[config.mk]
export PLATFORM = sky130hd
export DESIGN_NAME = itemp_gen
export DESIGN_NICKNAME = d
export VERILOG_FILES = /design/src/rtl/itemp_gen.sv
export SDC_FILE = /design/constraint.sdc
export NUM_CORES = 1
export LEC_CHECK = 0
export CORE_MARGIN = 4
export CORE_UTILIZATION = 40
export DETAILED_ROUTE_END_ITERATION = 12
export SLEW_MARGIN = 20
export SYNTH_ARGS = -nofsm -noshare
export SYNTH_HDL_FRONTEND = slang
export SYNTH_SLANG_ARGS = --single-unit
[constraint.sdc]
create_clock -name clk -period 3.7 [get_ports clk]
set_input_delay 0.37 -clock clk [delete_from_list [all_inputs] [get_ports clk]]
set_output_delay 0.37 -clock clk [all_outputs]
set_load 0.1 [all_outputs]
[src/rtl/itemp_gen.sv]
// Unary temporal (thermometer) bitstream generator: latches sign/magnitude on start and
// emits mag ones then zeros over one counting period. Optional macro: ITEMP_EARLY_TERM_EN.
module itemp_gen #(
   parameter int WIDTH = 16
) (
   input  logic             clk,
   input  logic             rst_n,
   input  logic             en,
   input  logic             clr,
   input  logic             start,
   input  logic             i_sign,
   input  logic [WIDTH-2:0] i_abs,
   output logic             o_bit,
   output logic             o_sign,
   output logic             o_busy,
   output logic             o_done
);

   typedef enum logic [1:0] {
      IDLE = 2'd0,
      RUN  = 2'd1,
      DONE = 2'd2
   } state_t;

   localparam logic [WIDTH-2:0] CNT_LAST = '1;
   localparam logic [WIDTH-2:0] CNT_ONE  = {{(WIDTH-2){1'b0}}, 1'b1};

   state_t           state_q, state_d;
   logic [WIDTH-2:0] cnt_q, cnt_d;
   logic [WIDTH-2:0] mag_q, mag_d;
   logic             sign_q, sign_d;
   logic             bit_q, bit_d;
   logic             terminal;

`ifdef ITEMP_EARLY_TERM_EN
   // Stop right after the last one; a zero magnitude still spends one enabled cycle.
   assign terminal = (mag_q == '0) || (cnt_q == (mag_q - CNT_ONE));
`else
   assign terminal = (cnt_q == CNT_LAST);
`endif

   always_comb begin
      // NOTE: every _d gets a default first so no path leaves it unassigned (no latches).
      state_d = state_q;
      cnt_d   = cnt_q;
      mag_d   = mag_q;
      sign_d  = sign_q;
      bit_d   = 1'b0;
      if (clr) begin
         state_d = IDLE;
         cnt_d   = '0;
         mag_d   = '0;
         sign_d  = 1'b0;
      end else begin
         unique case (state_q)
            IDLE: begin
               if (start) begin
                  mag_d   = i_abs;
                  sign_d  = i_sign;
                  cnt_d   = '0;
                  state_d = RUN;
               end
            end
            RUN: begin
               if (en) begin
                  bit_d = (cnt_q < mag_q);
                  cnt_d = cnt_q + CNT_ONE;
                  if (terminal) state_d = DONE;
               end
            end
            DONE:    state_d = IDLE;
            default: state_d = IDLE;
         endcase
      end
   end

   // NOTE: sequential state uses non-blocking assignments only; blocking here would race.
   always_ff @(posedge clk or negedge rst_n) begin
      if (!rst_n) begin
         state_q <= IDLE;
         cnt_q   <= '0;
         mag_q   <= '0;
         sign_q  <= 1'b0;
         bit_q   <= 1'b0;
      end else begin
         state_q <= state_d;
         cnt_q   <= cnt_d;
         mag_q   <= mag_d;
         sign_q  <= sign_d;
         bit_q   <= bit_d;
      end
   end

   assign o_bit  = bit_q;
   assign o_sign = sign_q;
   assign o_busy = (state_q == RUN);
   assign o_done = (state_q == DONE);

endmodule

==> results.cfg <==
[outcome]
outcome = completed

[clock_network]
htreeDepth = 2
holdBufCountCts = 0
clk_path_buf_depth = 2
numCtsBuffers = 5
cts_tree = built
clk_pin_slew_worst_paths_ps = 70
cts_root_buf = clkbuf_8
cts_resized = 0
clock_sinks = 34
cts_setup_buffers = 0
insertion_delay_ps = 280

[power_and_ir_drop]
power.leakage_nw = 0.958
peakVddDrop_mv = 0.166
power_uw = 766
cellPowerDensity_nw_per_um2 = 327

[global_routing]
grt_pass1_vias = 1544
grt_max_degree = 35
grt_use_met3_pct = 2.44
met2_usage_pct = 23.9
antenna_found_initial = 0
grt_pass1_wl_um = 7340
grt_busiest_layer = met2
met1_usage_pct = 21.1
track_usage_pct = 15.4
grt_overflow = 0

[drt]
routed_wl_um = 4190
final_antenna_net_count = 0
vias_per_cell = 5.03
drtIter0Drc = 133
drt_first_pass_iters = 4
vias = 1574
wl_per_cell_um = 13.4
remaining_drc_errors = 0

[logic_synthesis]
syn_inst = 220
synthTopCellsByArea = dfrtp_1 (44%), ha_1 (9.7%), a21oi_1 (8.5%), nand2_1 (7.9%), inv_1 (4.1%)
synth_xor_xnor_area_share_pct = 0
async_flop_share_pct = 100
synth_top_family_by_area = simple AND/OR/NAND/NOR gates
synth_compound_area_share_pct = 18.7
synth_common_cells = nand2_1 (41), dfrtp_1 (34), a21oi_1 (33), inv_1 (21), ha_1 (15)
synth_seq_area_share_pct = 43.8
synth-edff-count = 0
ys.flop_type = dfrtp_1
synth-seq-cells = 34
syn_area_per_cell_um2 = 8.84
synth_top_area_cell = dfrtp_1
ys_warn_count = 0
synth_most_common_cell = nand2_1
synth_area_um2 = 1940
muxShareOfSynthArea_pct = 1.35
synth_top_area_share_pct = 43.8
synthAdderAreaFrac_pct = 9.65
synthSimpleGateAreaFrac_pct = 21.2
synth_cell_types = 35
syn_nets = 256

[floorplanning]
fp.dieH_um = 77.7
die-width_um = 77.7
fp.coreArea_um2 = 4720
dieArea_um2 = 6040
start_util_pct = 41.2
pin_count = 25
rows = 25

[setup_path]
cp.arrival_ps = 2100
endpoint_kind = output port
slowest_stage = clkdlybuf4s50_1
r2r-start = cnt_q[3]
rr_endpoint = cnt_q[10]
path_class = register to output port
cp-start-kind = register
crit_chain = inv_1 -> nor2_1 -> clkdlybuf4s50_1
required_ps = 3330
critPathMaxStageDelay_ps = 1130
rrSetupSlack_ps = 1950
worstPathMaxFanout = 6
ff2ff_path_depth = 4

[placed_design]
place_area_um2 = 2260
preCtsSetupSlack_ps = 1490
routabilityCongestion = 0.844
hpwl_um = 3050
port_buffers = 24

[sta]
rsz0062_at_grt = false
setup_viol = 0
fin_skew_ps = 4.16
period_needed_ps = 2470
fin_crit_sh_pct = 66.8
fin_ws_ps = 1230
hold_viol = 0
relSlewSlack_pct = 35.0
worst_pin_slew_ps = 972
setup_tns_ps = 0
max_freq_ghz = 0.405
worst_hold_slack_ps = 497
slew_violations = 0

[layout]
regArea_um2 = 851
fillCellCount = 461
syn_to_final_growth_pct = 20.5
drive_gt1_share_pct = 6.50
multi_input_area_um2 = 991
nNetsFinal = 283
design_area_um2 = 2340
antenna_cells = 0

[hold_path]
hp-class = input port to async pin

[flow_run]
cap_violations = 0
placed cells by master (no fill, tap or decap), drive strengths merged, types with 2 or more instances in the layout:
cell and count:
a21oi 34, and3 3, and4 2, buf 2
clkbuf 6, clkdlybuf4s50 24, dfrtp 34, ha 15
inv 21, mux2 2, nand2 41, nand2b 2
nand3 4, nand4 6, nor2 6, nor3 2
o211ai 2, o21ai 13, o31ai 3, or2 2
or3 9, or4 3
logic make-up after synthesis:
group,Yosys count
and+or+nand+nor,83
AOI/OAI and AO/OA,59
DFF,34
buffers and inverters,27
adders and majority gates,15
muxes,2
registers in the layout, indices dropped and copies added (netlist names):
name     flops
o_sign       1
mag_q       15
cnt_q       15
state_q      2
o_bit        1
power by group:
group          internal, mW  switching [mW]
Combinational        0.0425          0.0607
Sequential            0.383         0.00761
Clock                 0.143           0.128
Total                 0.569           0.197
worst max path at each step:
stage               startpoint        end  slack, ps  cells after the start
global route        state_q[1]     o_done       1160                      3
finish              state_q[1]     o_done       1230                      3
global placement           clr  cnt_q[13]       1520                      5
floorplan           state_q[0]     o_busy       1530                      1
detailed placement         clr  cnt_q[13]       1490                      5
CTS                 state_q[1]     o_done       1230                      3
worst max-delay path, delay by kind of cell (launching register included):
family	cells	cell delay, ps
and+or+nand+nor	1	110
buffers and inverters	2	1280
DFF	1	430
metrics by stage:
step | instances | utilization (%)
global placement | 307 | 47.8
floorplan | 220 | -
global route | 313 | 49.6
finish | 313 | 49.6
CTS | 313 | 49.6
detailed placement | 307 | 47.8
per-layer routing:
metal,vias to the layer above,part of all wire (%)
met4,0,1.5
met2,23,47
li1,816,-
met1,730,49
met3,5,2.6
met5,-,0
cell type report:
type	instances	share of cell area [%]
sequential	34	36.3
clock buffer	6	3.53
inverter	21	3.37
multi-input combinational	159	42.3
tap	67	3.58
timing repair buffer	26	10.9
(Power assumes the default switching activity.)
